**config.mk**
```make
export PLATFORM = sky130hd
export DESIGN_NAME = expression_tokenizer
export DESIGN_NICKNAME = d
export VERILOG_FILES = /design/src/rtl/expression_tokenizer.sv
export SDC_FILE = /design/constraint.sdc
export NUM_CORES = 1
export LEC_CHECK = 0
export ABC_AREA = 1
export BUFFER_PORTS_ARGS = -buffer_cell sky130_fd_sc_hd__buf_2
export CAP_MARGIN = 20
export CORE_MARGIN = 2
export CORE_UTILIZATION = 55
export CTS_BUF_LIST = sky130_fd_sc_hd__clkbuf_8
export CTS_CLUSTER_DIAMETER = 30
export DETAILED_ROUTE_END_ITERATION = 10
export HOLD_SLACK_MARGIN = 0.12
export PLACE_DENSITY = 0.7
export REMOVE_ABC_BUFFERS = 1
export SYNTH_ARGS = -nofsm -noshare
export SYNTH_HDL_FRONTEND = slang
export SYNTH_SLANG_ARGS = --single-unit
```
**constraint.sdc**
```tcl
create_clock -name clk -period 4.1 [get_ports clk]
set_input_delay 0.205 -clock clk [delete_from_list [all_inputs] [get_ports clk]]
set_output_delay 0.205 -clock clk [all_outputs]
set_load 0.05 [all_outputs]
```
**src/rtl/expression_tokenizer.sv**
```systemverilog
// expression_tokenizer: ASCII characters -> operand/operator tokens for expression_parser_top.
// Latency: a token is asserted one cycle after its character is decoded in IDLE; char_ack follows token release.
// Backpressure: four-phase on both sides; a character is acked only after all its tokens are released.
// Optional feature: define EXPRESSION_TOKENIZER_UNARY_MINUS_EN to fold a leading '-' into the next operand.
module expression_tokenizer #(
  parameter int DIGIT_MAX = 10
) (
  input  logic        clk,
  input  logic        rst,
  input  logic        char_stb,
  input  logic [7:0]  char_data,
  output logic        char_ack,
  output logic        tok_stb,
  output logic [31:0] tok_data,
  output logic        tok_is_op,
  input  logic        tok_ack,
  output logic        err,
  output logic        busy
);

  localparam int DW = $clog2(DIGIT_MAX + 1);

  typedef enum logic [2:0] {
    S_IDLE,
    S_NUM_TX,
    S_NUM_REL,
    S_OP_TX,
    S_OP_REL,
    S_CACK
  } state_t;

  state_t        r_state;
  state_t        w_state_nxt;

  logic [31:0]   r_acc;
  logic          r_pend;
  logic [DW-1:0] r_digits;
  logic          r_err;
  logic [31:0]   r_tok_data;
  logic          r_tok_is_op;
  logic [2:0]    r_op_code;
  logic          r_op_pend;

  logic          w_is_digit;
  logic          w_is_space;
  logic          w_is_op;
  logic [2:0]    w_op_code;
  logic [35:0]   w_prod;
  logic          w_ovf;
  logic          w_unary;
  logic [31:0]   w_operand;

`ifdef EXPRESSION_TOKENIZER_UNARY_MINUS_EN
  logic          r_neg;
  logic          r_at_start;
`endif

  assign w_is_digit = (char_data >= 8'h30) && (char_data <= 8'h39);
  assign w_is_space = (char_data == 8'h20);
  // 36 bits is enough for (2^32-1)*10+9, so the top nibble flags wrap-around.
  assign w_prod     = ({4'b0, r_acc} * 36'd10) + {32'b0, char_data[3:0]};
  assign w_ovf      = |w_prod[35:32];

`ifdef EXPRESSION_TOKENIZER_UNARY_MINUS_EN
  assign w_unary   = w_is_op && (w_op_code == 3'd1) && !r_pend && r_at_start;
  assign w_operand = r_neg ? (32'd0 - r_acc) : r_acc;
`else
  assign w_unary   = 1'b0;
  assign w_operand = r_acc;
`endif

  assign tok_data  = r_tok_data;
  assign tok_is_op = r_tok_is_op;
  assign err       = r_err;

  // Operator character to 3-bit parser code.
  always_comb begin
    w_is_op   = 1'b1;
    w_op_code = 3'd0;
    case (char_data)
      8'h2B:   w_op_code = 3'd0;  // '+'
      8'h2D:   w_op_code = 3'd1;  // '-'
      8'h2A:   w_op_code = 3'd2;  // '*'
      8'h2F:   w_op_code = 3'd3;  // '/'
      8'h5E:   w_op_code = 3'd4;  // '^'
      8'h3D:   w_op_code = 3'd5;  // '='
      8'h28:   w_op_code = 3'd6;  // '('
      8'h29:   w_op_code = 3'd7;  // ')'
      default: w_is_op   = 1'b0;
    endcase
  end

  // State register.
  always_ff @(posedge clk) begin
    if (rst) r_state <= S_IDLE;
    else     r_state <= w_state_nxt;
  end

  // Next-state and handshake outputs; outputs are pure functions of state so reset drops them at once.
  always_comb begin
    w_state_nxt = r_state;
    tok_stb     = 1'b0;
    char_ack    = 1'b0;
    busy        = (r_state != S_IDLE) || r_pend;
    case (r_state)
      S_IDLE: begin
        if (char_stb) begin
          if (w_unary)                      w_state_nxt = S_CACK;
          else if (w_is_op)                 w_state_nxt = r_pend ? S_NUM_TX : S_OP_TX;
          else if (w_is_space && r_pend)    w_state_nxt = S_NUM_TX;  // space splits operands
          else                              w_state_nxt = S_CACK;
        end
      end
      S_NUM_TX: begin
        tok_stb = 1'b1;
        if (tok_ack) w_state_nxt = S_NUM_REL;
      end
      S_NUM_REL: begin
        if (!tok_ack) w_state_nxt = r_op_pend ? S_OP_TX : S_CACK;
      end
      S_OP_TX: begin
        tok_stb = 1'b1;
        if (tok_ack) w_state_nxt = S_OP_REL;
      end
      S_OP_REL: begin
        if (!tok_ack) w_state_nxt = S_CACK;
      end
      S_CACK: begin
        char_ack = 1'b1;
        if (!char_stb) w_state_nxt = S_IDLE;
      end
      default: w_state_nxt = S_IDLE;
    endcase
  end

  // Datapath: operand accumulation, token capture and the sticky error flag.
  always_ff @(posedge clk) begin
    if (rst) begin
      r_acc       <= 32'd0;
      r_pend      <= 1'b0;
      r_digits    <= '0;
      r_err       <= 1'b0;
      r_tok_data  <= 32'd0;
      r_tok_is_op <= 1'b0;
      r_op_code   <= 3'd0;
      r_op_pend   <= 1'b0;
`ifdef EXPRESSION_TOKENIZER_UNARY_MINUS_EN
      r_neg       <= 1'b0;
      r_at_start  <= 1'b1;
`endif
    end else begin
      case (r_state)
        S_IDLE: begin
          if (char_stb) begin
            if (w_is_digit) begin
              if (r_digits >= DW'(DIGIT_MAX)) begin
                r_err <= 1'b1;  // digit dropped
              end else begin
                r_acc    <= w_prod[31:0];
                r_pend   <= 1'b1;
                r_digits <= r_digits + DW'(1);
                if (w_ovf) r_err <= 1'b1;
              end
            end else if (w_is_op || w_is_space) begin
              // Flush the pending operand; the operator (if any) follows from NUM_REL.
              if (r_pend) begin
                r_tok_data  <= w_operand;
                r_tok_is_op <= 1'b0;
                r_acc       <= 32'd0;
                r_pend      <= 1'b0;
                r_digits    <= '0;
`ifdef EXPRESSION_TOKENIZER_UNARY_MINUS_EN
                r_neg       <= 1'b0;
                r_at_start  <= 1'b0;
`endif
              end
              if (w_is_op && !w_unary) begin
                r_op_code <= w_op_code;
                r_op_pend <= r_pend;
                if (!r_pend) begin
                  r_tok_data  <= {29'b0, w_op_code};
                  r_tok_is_op <= 1'b1;
                end
              end
`ifdef EXPRESSION_TOKENIZER_UNARY_MINUS_EN
              if (w_is_op) begin
                if (w_unary) begin
                  r_neg <= ~r_neg;
                end else begin
                  r_at_start <= (w_op_code != 3'd7);
                  if (w_op_code == 3'd5) r_neg <= 1'b0;
                end
              end
`endif
            end else begin
              // Unknown byte: consumed without a token; any operand keeps accumulating state.
              r_err <= 1'b1;
            end
          end
        end
        S_NUM_REL: begin
          // Operator token loaded only once the operand token is fully released.
          if (!tok_ack && r_op_pend) begin
            r_tok_data  <= {29'b0, r_op_code};
            r_tok_is_op <= 1'b1;
            r_op_pend   <= 1'b0;
          end
        end
        default: ;
      endcase
    end
  end

endmodule

```
======== After elaboration in Yosys (flattened, before gate mapping) ========
Cells that the tools add are included.
storage, ports and cells
  flip-flop bits (word level) ............. 78
  logic and storage cells ................. 116
cells by class
  reductions and logical operators ........ 21
  multipliers ............................. 1
  $lt $le $gt $ge ......................... 3
  bitwise gates (word level) .............. 1
  equality and inequality tests ........... 27
  add/subtract/negate cells ............... 2
  muxes and demuxes ....................... 52
operators with widths
  cell                                                             count
  2-to-1 mux 32 bit                                                11
  == test 8 x 6 -> 1 bit (second input constant)                   8
  one-hot mux 32 bit (2 select lines)                              1
  adder 36 x 4 -> 36 bit                                           1
  multiplier 32 x 3 -> 35 bit (second input constant)              1
  2-to-1 mux 3 bit                                                 9
  != test 2 bit (second input constant)                            12
  2-to-1 mux 1 bit                                                 22
  one-hot mux 3 bit (7 select lines)                               1
  one-hot mux 3 bit (6 select lines)                               1
  2-to-1 mux 4 bit                                                 4
  AND reduction 5 bit                                              3
  AND reduction 6 bit                                              2
  == test 8 x 7 -> 1 bit (second input constant)                   1
  >= comparator 8 x 6 -> 1 bit (second input constant)             1
  less-or-equal comparator 8 x 6 -> 1 bit (second input constant)  1
  AND reduction 4 bit                                              2
  OR reduction 8 bit                                               1
  == test 3 x 2 -> 1 bit (second input constant)                   2
  == test 3 bit (second input constant)                            2
  nonzero test 2 bit                                               3
  adder 4 x 1 -> 4 bit (second input constant)                     1
  >= comparator 4 bit (second input constant)                      1
  one-hot mux 1 bit (2 select lines)                               2
  other kinds (11)                                                 14

======== Logic depth before layout (Yosys ltp) ========
Gate-level depths: netlist of run 1.
  word-level depth ........................ 8
  depth in mapped cells ................... 23
  gate-level depth less buffers ........... 23

======== Least setup slack after synthesis of run 1 ========
No wires, ideal clock.
  path kind ............................... register to register
  from .................................... register r_acc[1]
  to ...................................... register r_err, in the netlist err
  stages on the path, launching flop included .. 21
  path buffers ............................ 0
  data arrival time ....................... 2.775 ns
  slack ................................... 1.195 ns
  path through ............................ dfxtp_1 > ha_1 > ha_1 > fa_1 > nand2_1 > inv_1 > nand2_1 > nor2_1 > nand3_1 > nor2_2 > nand3_1 > nor2_2 > nand3_1 > nor2_1 > nand2_1 > nand2_1 > nand2_1 > nor2_1 > nand3_1 > nand2_1 > a21oi_2
between the ends
  word-level cells in the longest chain between the ends .. 5
RTL lines
  element                           RTL line  source
  start: declaration                35        logic [31:0] r_acc;
  start signal: assignment          159       r_acc <= w_prod[31:0];
  multiplier 32 x 3 -> 35 bit       61        assign w_prod = ({4'b0, r_acc} * 36'd10) + {32'b0, char_data[3:0]};
  adder 36 x 4 -> 36 bit            61
  OR reduction 4 bit                62        assign w_ovf = |w_prod[35:32];
  != test 3 x 1 -> 1 bit (no line)  --
  AND reduction 4 bit (no line)     --
  end signal: assignment            142       r_err <= 1'b0;
  end signal: assignment            157       r_err <= 1'b1;
  end signal: assignment            162       if (w_ovf) r_err <= 1'b1;
  end: declaration                  38        logic r_err;
No other way between the ends.
A chain may end at the register's enable or synchronous reset.

======== Final worst setup path of run 1 ========
  from .................................... register r_acc[3]
  to ...................................... register r_err, in the netlist err
Same word-level chain as after synthesis.

==> reports/results.tsv, run 1 <==
stage	metric	value	unit
status	status	finished, final reports clean	
power	Peak VDD IR	239	uV
power	Clk pwr share	22.1	%
cts	setup bufs post-CTS	0	
flow_run	max-cap viol count	0	
finish	Final nets	1350	
min_path	Worst Hold Class	input pin to flop	
synth	Avg Inst Size Synth	6.13	um^2
power	Power per Cell Area	326	mW/mm^2
detailed_routing	Initial DRT Pass Iterations	5	
synth	Mapped Area	0.00762	mm^2
timing	Tmin final	3.37	ns
worst_setup_path	reg2reg start	r_acc[3]$_SDFFE_PP0P_	
detailed_routing	drt via density	5.44	
timing	RSZ-0062 raised after global routing	false	
detailed_routing	DR vias	7924	
worst_setup_path	Setup CP Type	flop to flop	
cts	clock buffer count from CTS	9	
finish	fin cells	1456	
synth	register area share after synthesis	20.5	%
global_routing	largest net degree at the start of global routing	65	
synth	library cells used by synthesis	48	
power	Comb pwr share	40.3	%
floorplanning	DIE AREA	0.0148	mm^2
floorplanning	I/O pin count	49	
detailed_routing	final antenna-violating net count	0	
floorplanning	chip height	122	um
timing	worst slew pin tran	0.976	ns
worst_setup_path	arrival time worst endpoint	3.58	ns
worst_setup_path	R2R depth	21	
synth	yosys warns	0	
floorplanning	die width	122	um
worst_setup_path	CP max FO	4	
detailed_routing	WL per Instance	14.6	um
power	sw power	1210	uW
synth	Async S/R FF share, synth	0	%
place	DP Cell Count	1440	
cts	Post-CTS Hold Buffers	0	
cts	worst skew pair latency	0.36	ns
detailed_routing	DRT iter0 DRCs	549	
worst_setup_path	crit path launch type	flop	
global_routing	Tot GR Track Use	29.5	%
finish	antenna cells	0	
finish	layout cell share with drive strength beyond 1	13.4	%
timing	Finish-stage setup viols	0	
place	HPWL Detailed	16600	um
place	GPL Wtd Cong	0.944	
cts	Clock transition at path regs	0.08	ns
finish	area grow syn2layout	7.08	%
timing	max-slew violation count	0	
synth	Mapped Cells	1243	
power	Flop pwr share	37.6	%
cts	worst-case clock buffer depth	2	
place	# port buffers	48	
timing	Clock Skews	0.0139	ns
min_path	Worst Hold Endpoint	r_acc[0]$_SDFFE_PP0P_	
cts	CTS Sinks	78	
worst_setup_path	r2r setup slk	0.73	ns
worst_setup_path	CP Capture Type	flop	
power	Sw Ratio	45.6	%
timing	Fmax achieved	297	MHz
cts	CTS tree	done	
worst_setup_path	Critical Path RT	4.30	ns
timing	Rel. slew slack	34.9	%
finish	commonest non-fill, non-tap cell in the layout	nand2_1	
global_routing	first-pass GRT wire length	35000	um
global_routing	grt ovf	0	
synth	Post-synth EDFFs	0	
cts	H-tree depth	3	
synth	ys flop type	dfxtp_1	
finish	Util after Layout	59.5	%
floorplanning	core area	0.0137	mm^2
floorplanning	Starting Density	55.5	%
min_path	Hold Path Cell Cnt	3	
floorplanning	Placement Rows	43	
power	internal power	1450	uW
worst_setup_path	Worst R2R End	err$_SDFFE_PP0P_	
timing	count of final hold-check violations	0	
synth	synthesized flop and latch total	78	
finish	most frequent cells in the layout	363 x nand2_1, 163 x inv_1, 103 x nand3_1, 85 x nor2_1, 78 x dfxtp_1	
timing	Final period util	82.3	%
detailed_routing	DRC	0	
timing	TNS Setup	0	ns
global_routing	vias in the first global route	7102	
cts	root buffer cell	clkbuf_8	
cts	PostCTS Resize Cnt	0	
power	Lkg Pwr	0.00407	uW
global_routing	initial antenna violation count	0	
detailed_routing	final WL	21200	um
min_path	HP Start	char_data[0]	
[cell type report]
type                    instances  area, um^2
multi-input cells             946        5210
fillers                      1402        5560
flip-flops and latches         78        1560
clock inverters                 6        61.3
inverters                     183         687
well taps                     180         225
clock buffers                  10         138
repair buffers                 53         278
[worst max-delay path by stage]
stage                                from                to  cells after the start
floorplan           r_acc[1]$_SDFFE_PP0P_  err$_SDFFE_PP0P_                     20
global placement    r_acc[3]$_SDFFE_PP0P_  err$_SDFFE_PP0P_                     21
detailed placement  r_acc[3]$_SDFFE_PP0P_  err$_SDFFE_PP0P_                     21
CTS                 r_acc[3]$_SDFFE_PP0P_  err$_SDFFE_PP0P_                     21
global route        r_acc[3]$_SDFFE_PP0P_  err$_SDFFE_PP0P_                     17
finish              r_acc[3]$_SDFFE_PP0P_  err$_SDFFE_PP0P_                     21
[flip-flops by register name, indices dropped and copies added (netlist names)]
register,cells
r_pend,1
r_digits,4
tok_is_op,1
r_op_pend,1
err,1
tok_data,32
r_acc,32
r_state,3
r_op_code,3
[through the flow]
step | power, uW | worst slack (ns) | hold slack, ns | cell area (um^2)
floorplan | 1820 | 1.21 | 0.267 | 7450
global placement | 2070 | 0.794 | 0.475 | 7960
detailed placement | 2080 | 0.789 | 0.473 | 7960
CTS | 2660 | 0.749 | 0.147 | 8160
global route | 2810 | 0.396 | 0.149 | 8160
finish | 2660 | 0.727 | 0.161 | 8160
[synth_stat cells (2+ instances only)]
cell type	instances	area, um^2
nand2_1	364	1370
inv_1	163	612
nand3_1	103	515
nor2_1	85	319
dfxtp_1	78	1560
ha_1	65	813
a21oi_1	62	310
o21ai_0	48	240
nand4_1	47	294
a31oi_1	30	188
clkbuf_1	25	93.8
nand2_2	24	150
inv_2	17	63.8
nor2_2	15	93.8
xor2_1	12	105
nand3_2	11	110
nor2_4	10	113
nor3_1	10	50.1
a21oi_2	6	52.6
buf_2	6	30.0
nand2_4	6	67.6
nand3b_1	6	45.0
and2_1	5	31.3
o21ai_1	4	20.0
xnor2_1	4	35.0
a211oi_1	3	22.5
buf_4	3	22.5
clkinv_1	3	11.3
nor3_2	3	30.0
and2_4	2	17.5
fa_1	2	40.0
o211ai_1	2	15.0
o21bai_1	2	15.0
o221ai_1	2	17.5
or2_2	2	12.5
[power by group through the flow]
stage	clock (uW)	sequential [uW]	combinational, uW
final	588	999	1070
after global routing	633	1010	1160
after CTS	594	996	1070
after detailed placement	0	1010	1070
after global placement	0	1010	1060
after floorplan	0	1400	424
[worst max-delay path, cell delays in order (launching register included)]
cell and delay (ns):
dfxtp_1 0.45, ha_1 0.27, ha_1 0.28, fa_1 0.46, nand3_1 0.13, nand2_1 0.07
nand3_1 0.11, nand3_2 0.14, nand2_1 0.14, nand2_1 0.08, nand2_1 0.06, nand2_1 0.14
nor2_2 0.22, nand2_1 0.07, nor2_1 0.14, nand2_1 0.07, nand2_1 0.05, nand2_1 0.04
nor2_1 0.10, nand3_1 0.08, nand2_1 0.08, a21oi_2 0.05
[logic make-up after synthesis]
kind of cell / Yosys count / synth area share [%]
simple gates: 699 / 43.0
buf+inv: 219 / 11.2
compound gates: 164 / 12.3
flops: 78 / 20.5
fa+ha+maj: 67 / 11.2
xor+xnor: 16 / 1.84
[metal layers]
layer / share of wire [%] / routed length (um) / up-vias / global-route usage [%]
met5: 0 / 0 / - / 0
met4: 1.9 / 411 / 0 / 8.55
met3: 4.6 / 967 / 29 / 3.32
met2: 44 / 9270 / 208 / 46.2
met1: 50 / 10600 / 3576 / 42.7
li1: - / - / 4111 / -
Note: power is estimated with default switching activity, not from simulation.
==> run 2, diff against run 1 <==
==> constraint.sdc (replaced) <==
create_clock -name clk -period 3.15 [get_ports clk]
set_input_delay 0.1575 -clock clk [delete_from_list [all_inputs] [get_ports clk]]
set_output_delay 0.1575 -clock clk [all_outputs]
set_load 0.05 [all_outputs]
==> run 2 against run 1 <==
Routed wire length is 2.8% higher. Flip-flop and latch count did not move. Largest cell class unchanged. Clock power increased by 27%. Critical endpoint is now r_acc[19]$_SDFFE_PP0P_.
==> reports/results.tsv, run 2 (same netlist as run 1, synthesis figures left out) <==
stage	metric	value	unit	change
floorplanning	DIE AREA	0.0148	mm^2	unchanged
cts	root buffer cell	clkbuf_8		
floorplanning	Starting Density	55.5	%	unchanged
timing	worst slew pin tran	1.00	ns	+0.0257 ns
flow_run	max-cap viol count	0		unchanged
detailed_routing	DRC	0		unchanged
power	Lkg Pwr	0.00436	uW	+7.1%
timing	Fmax achieved	329	MHz	+11%
worst_setup_path	CP Capture Type	flop		
floorplanning	I/O pin count	49		unchanged
floorplanning	core area	0.0137	mm^2	unchanged
worst_setup_path	CP bufs+invs	3		+3
global_routing	initial antenna violation count	0		unchanged
detailed_routing	WL per Instance	14.4	um	-1.1%
global_routing	vias in the first global route	7261		+2.2%
worst_setup_path	Critical Path RT	3.43	ns	-0.87 ns
timing	count of final hold-check violations	0		unchanged
worst_setup_path	Most Frequent Cell on Critical Path	nand2_2		
detailed_routing	Initial DRT Pass Iterations	6		+1
detailed_routing	DR vias	8270		+4.4%
place	GPL Wtd Cong	0.924		-2.1%
cts	worst skew pair latency	0.36	ns	about the same
worst_setup_path	CP delay by family, top	simple AND/OR/NAND/NOR gates		
timing	Final period util	96.4	%	+14 points
finish	Design Area, Final	0.00896	mm^2	+9.9%
power	Peak VDD IR	220	uV	-7.9%
worst_setup_path	crit path launch type	flop		
floorplanning	die width	122	um	unchanged
finish	antenna cells	0		unchanged
global_routing	Tot GR Track Use	29.7	%	+0.20 points
finish	area grow syn2layout	17.7	%	
finish	layout cell share with drive strength beyond 1	25.1	%	+12 points
finish	Final nets	1408		+4.3%
timing	Tmin final	3.04	ns	-0.335 ns
worst_setup_path	CP max FO	4		unchanged
worst_setup_path	r2r setup slk	0.11	ns	-0.61 ns
cts	H-tree depth	3		unchanged
global_routing	first-pass GRT wire length	35300	um	+0.91%
cts	CTS Sinks	78		unchanged
timing	Finish-stage setup viols	0		unchanged
timing	max-slew violation count	0		unchanged
finish	most frequent cells in the layout	338 x nand2_1, 161 x inv_1, 93 x nand3_1, 65 x nor2_1, 62 x buf_4		
cts	CTS tree	done		
place	# port buffers	48		unchanged
status	status	finished, final reports clean		
worst_setup_path	Worst path slowest cell	fa_2		
place	HPWL Detailed	16900	um	+2.0%
cts	Clock transition at path regs	0.08	ns	about the same
detailed_routing	final WL	21800	um	+2.8%
finish	commonest non-fill, non-tap cell in the layout	nand2_1		
place	DP Cell Count	1487		+3.3%
power	Power per Cell Area	384	mW/mm^2	+18%
detailed_routing	DRT iter0 DRCs	652		+19%
timing	Clock Skews	0.0122	ns	-0.00174 ns
floorplanning	Placement Rows	43		unchanged
timing	Rel. slew slack	33.1	%	-1.7 points
floorplanning	chip height	122	um	unchanged
worst_setup_path	Setup CP Type	flop to flop		
cts	clock buffer count from CTS	9		unchanged
finish	number of fill cells	1322		-5.7%
global_routing	largest net degree at the start of global routing	65		unchanged
detailed_routing	final antenna-violating net count	0		unchanged
place	placed inst area	0.00831	mm^2	+4.4%
detailed_routing	drt via density	5.47		+0.43%
worst_setup_path	arrival time worst endpoint	3.32	ns	-0.26 ns
cts	worst-case clock buffer depth	2		unchanged
worst_setup_path	CP Cell Sequence	ha_4 > ha_4 > fa_2 > nand2_1 > inv_2 > nand2_2 > nor2_2 > nand3_2 > inv_2 > nand2_2 > nor2_2 > nand2_2 > nor3_4 > buf_4 > xor2_1 > nand2_1 > a21oi_1		
global_routing	grt ovf	0		unchanged
finish	fin cells	1513		+3.9%
min_path	Worst Hold Class	input pin to flop		
worst_setup_path	max incr delay on CP	0.57	ns	+0.11 ns
-- run 2: what timing repair did --
action,4_1_cts,5_1_grt
endpoints found under the setup margin,0,17
hold buffers,1,0
hold endpoints to repair,1,0
setup buffers,0,10
gates resized for setup,0,119
-- run 2: layout make-up --
type                       instances  area [um^2]  area share [%]
tap                              180          225            2.51
clock inverter                     5         51.3           0.572
multi-input combinational        946         5550            61.9
clock buffer                      10          138            1.54
timing repair buffer             111          716            7.98
sequential                        78         1600            17.9
inverter                         183          687            7.66
-- run 2: worst min-delay path, cell delays in order --
cell	delay [ns]
buf_2	0.11
inv_1	0.06
nor4_1	0.07
nand2_1	0.08
a21oi_2	0.04
-- run 2: layer usage --
metal	global-route usage (%)	vias to the layer above	wire length, um
met5	0	-	0
met4	7.18	0	275
met3	3.00	21	1060
met2	47.4	233	9880
met1	43.1	3794	10600
li1	-	4222	-
-- run 2: where the power goes --
| group | switching [uW] | leakage (uW) | internal [uW] |
|---|---|---|---|
| Clock | 371 | 0.0000993 | 378 |
| Combinational | 1060 | 0.00361 | 338 |
| Sequential | 141 | 0.000647 | 1160 |
-- run 2: final timing paths --
check        depth (start not counted)                endpoint                  start
max reg2reg                         17  r_acc[19]$_SDFFE_PP0P_  r_acc[3]$_SDFFE_PP0P_
min                                  5        err$_SDFFE_PP0P_               char_stb
max                                 17  r_acc[19]$_SDFFE_PP0P_  r_acc[3]$_SDFFE_PP0P_
min reg2reg                          2   r_acc[5]$_SDFFE_PP0P_  r_acc[5]$_SDFFE_PP0P_
-- run 2: through the flow --
stage,worst slack (ns),util [%],TNS (ns),total power (uW),hold slack (ns)
after floorplan,0.261,-,0,2380,0.220
after global placement,0.130,60.6,0,2700,0.470
after detailed placement,0.0671,60.6,0,2710,0.481
after CTS,0.0381,62.0,0,3440,0.206
after global routing,-0.0453,65.3,-0.0625,3640,0.252
final,0.113,65.3,0,3440,0.212
==> run 3, diff against run 2 <==
--- a/config.mk
+++ b/config.mk
@@ -16,6 +16,7 @@
 export HOLD_SLACK_MARGIN = 0.12
 export PLACE_DENSITY = 0.7
 export REMOVE_ABC_BUFFERS = 1
+export SETUP_SLACK_MARGIN = 0.4
 export SYNTH_ARGS = -nofsm -noshare
 export SYNTH_HDL_FRONTEND = slang
 export SYNTH_SLANG_ARGS = --single-unit
==> run 3 against run 2 <==
Critical path depth rose by 1. Count of clock-buffer cells in the layout did not move. Fmax rose by 2.2%. Final cell count rose by 1.5%. Die area did not move. Via count rose by 1.9%. Hold slack improved by 0.0059 ns. Largest power group unchanged.
==> reports/results.tsv, run 3 (same netlist as run 1, synthesis figures left out) <==
stage	metric	value	unit	change
timing	TNS Setup	0	ns	unchanged
min_path	Hold Path Cell Cnt	5		unchanged
worst_setup_path	crit path launch type	flop		
worst_setup_path	Setup CP Type	flop to flop		
timing	Fmax achieved	336	MHz	+2.2%
worst_setup_path	CP max FO	4		unchanged
finish	antenna cells	0		unchanged
detailed_routing	DR vias	8427		+1.9%
finish	most frequent cells in the layout	323 x nand2_1, 159 x inv_1, 93 x nand3_1, 84 x buf_4, 62 x nor2_1		
timing	Finish-stage setup viols	0		unchanged
finish	Design Area, Final	0.00952	mm^2	+6.2%
detailed_routing	final antenna-violating net count	0		unchanged
cts	CTS Sinks	78		unchanged
floorplanning	DIE AREA	0.0148	mm^2	unchanged
detailed_routing	DRT iter0 DRCs	660		+1.2%
detailed_routing	final WL	23100	um	+5.8%
timing	final hold slack	0.218	ns	+0.00595 ns
status	status	finished, final reports clean		
global_routing	initial antenna violation count	0		unchanged
floorplanning	die width	122	um	unchanged
finish	commonest non-fill, non-tap cell in the layout	nand2_1		
detailed_routing	DRC	0		unchanged
timing	worst slew pin tran	1.00	ns	+0.00286 ns
timing	Final period util	94.4	%	-2.1 points
floorplanning	I/O pin count	49		unchanged
cts	Clock transition at path regs	0.08	ns	about the same
global_routing	grt ovf	0		unchanged
finish	Util after Layout	69.4	%	+4.0 points
timing	max-slew violation count	0		unchanged
worst_setup_path	CP Capture Point	r_acc[30]$_SDFFE_PP0P_		
global_routing	first-pass GRT wire length	36800	um	+4.1%
floorplanning	chip height	122	um	unchanged
worst_setup_path	arrival time worst endpoint	3.27	ns	-0.05 ns
finish	area grow syn2layout	24.9	%	
min_path	Worst Hold Class	input pin to flop		
worst_setup_path	CP delay by family, top	simple AND/OR/NAND/NOR gates		
cts	H-tree depth	3		unchanged
cts	clock buffer count from CTS	9		unchanged
floorplanning	Starting Density	55.5	%	unchanged
global_routing	largest net degree at the start of global routing	65		unchanged
finish	number of fill cells	1223		-7.5%
finish	Final nets	1431		+1.6%
finish	layout cell share with drive strength beyond 1	29.5	%	+4.4 points
floorplanning	core area	0.0137	mm^2	unchanged
worst_setup_path	max incr delay on CP	0.43	ns	-0.14 ns
place	HPWL Detailed	16900	um	unchanged
detailed_routing	WL per Instance	15.0	um	+4.2%
flow_run	max-cap viol count	0		unchanged
place	# port buffers	48		unchanged
worst_setup_path	Worst path slowest cell	fa_2		
timing	RSZ-0062 raised after global routing	true		
timing	Rel. slew slack	32.9	%	-0.19 points
global_routing	Tot GR Track Use	30.8	%	+1.1 points
cts	worst-case clock buffer depth	2		unchanged
power	Peak VDD IR	219	uV	-0.51%
floorplanning	Placement Rows	43		unchanged
power	total power	3480	uW	+0.97%
timing	count of final hold-check violations	0		unchanged
cts	worst skew pair latency	0.36	ns	about the same
detailed_routing	Initial DRT Pass Iterations	8		+2
timing	Tmin final	2.97	ns	-0.0646 ns
worst_setup_path	crit path from	r_acc[1]$_SDFFE_PP0P_		
worst_setup_path	Crit path depth	18		+1
worst_setup_path	CP bufs+invs	1		-2
worst_setup_path	Worst R2R End	r_acc[30]$_SDFFE_PP0P_		
power	Lkg Pwr	0.00451	uW	+3.5%
worst_setup_path	R2R depth	18		+1
cts	root buffer cell	clkbuf_8		
global_routing	vias in the first global route	7634		+5.1%
worst_setup_path	Most Frequent Cell on Critical Path	nand3_2		
worst_setup_path	CP Capture Type	flop		
worst_setup_path	r2r setup slk	0.18	ns	+0.06 ns
cts	CTS tree	done		
worst_setup_path	Critical Path RT	3.45	ns	+0.02 ns
place	GPL Wtd Cong	0.924		unchanged
worst_setup_path	reg2reg start	r_acc[1]$_SDFFE_PP0P_		
timing	Clock Skews	0.0134	ns	+0.00123 ns
place	placed inst area	0.00831	mm^2	unchanged
worst_setup_path	CP Cell Sequence	ha_4 > ha_4 > fa_2 > nand3_1 > nand3_1 > nand2_2 > nand2_2 > nor2_4 > nand3_2 > nor3_4 > nand3_2 > nor2_4 > inv_2 > nor2_4 > nand3_2 > nand2_1 > nand3_2 > a21oi_2		
power	Power per Cell Area	365	mW/mm^2	-4.9%
detailed_routing	drt via density	5.49		+0.37%
==> run 3: changes by cell type in the layout (fill, tap and decap cells not counted), moves of 8 or more <==
cell     change
buf_4       +22
nand2_1     -15
ha_4        +13
nand2_2     +12
ha_1         -9
nor2_4       +8
==> run 3: layout make-up <==
cell class              instances  area [um^2]  share of cell area [%]
clock inverters                 5         51.3                   0.539
clock buffers                  10          138                    1.45
well taps                     180          225                    2.37
inverters                     183          716                    7.52
repair buffers                134          892                    9.37
multi-input cells             946         5880                    61.8
flip-flops and latches         78         1610                    16.9
==> run 3: worst reg2reg max path: stages (launching register included) <==
cell and delay (ns):
dfxtp_2 0.34, ha_4 0.24, ha_4 0.17, fa_2 0.44, nand3_1 0.14, nand3_1 0.11
nand2_2 0.13, nand2_2 0.10, nor2_4 0.11, nand3_2 0.11, nor3_4 0.22, nand3_2 0.13
nor2_4 0.15, inv_2 0.07, nor2_4 0.13, nand3_2 0.08, nand2_1 0.08, nand3_2 0.07
a21oi_2 0.12
==> run 3: worst min path at each step <==
stage	start	end	slack, ns
floorplan	rst	err$_SDFFE_PP0P_	0.22
global placement	char_data[0]	r_acc[0]$_SDFFE_PP0P_	0.47
detailed placement	err$_SDFFE_PP0P_	err$_SDFFE_PP0P_	0.48
CTS	char_stb	err$_SDFFE_PP0P_	0.21
global route	char_stb	err$_SDFFE_PP0P_	0.25
finish	char_stb	err$_SDFFE_PP0P_	0.22
==> run 3: what timing repair did <==
| item | CTS | global route |
|---|---|---|
| hold buffers | 1 | 0 |
| resized for setup | 84 | 107 |
| pin swaps | 26 | 33 |
| endpoints found under the hold margin | 1 | 0 |
| endpoints found under the setup margin | 17 | 52 |
| setup buffers | 22 | 11 |
| gates cloned | 0 | 0 |
==> run 3: through the flow <==
step,setup slack [ns],std cells
after floorplan,0.261,1207
after global placement,0.130,1487
after detailed placement,0.0671,1487
after CTS,0.177,1525
after global routing,0.0195,1536
final,0.177,1536
==> run 3: routing by layer <==
layer  part of all wire [%]  track usage, %
met1                     47            43.7
met2                     46            49.9
met3                    5.3            3.46
met4                    1.8            8.05
met5                      0               0
==> run 3: power by group <==
group	internal, uW	switching [uW]
registers	1160	141
clock network	378	372
logic	369	1060
total	1900	1570
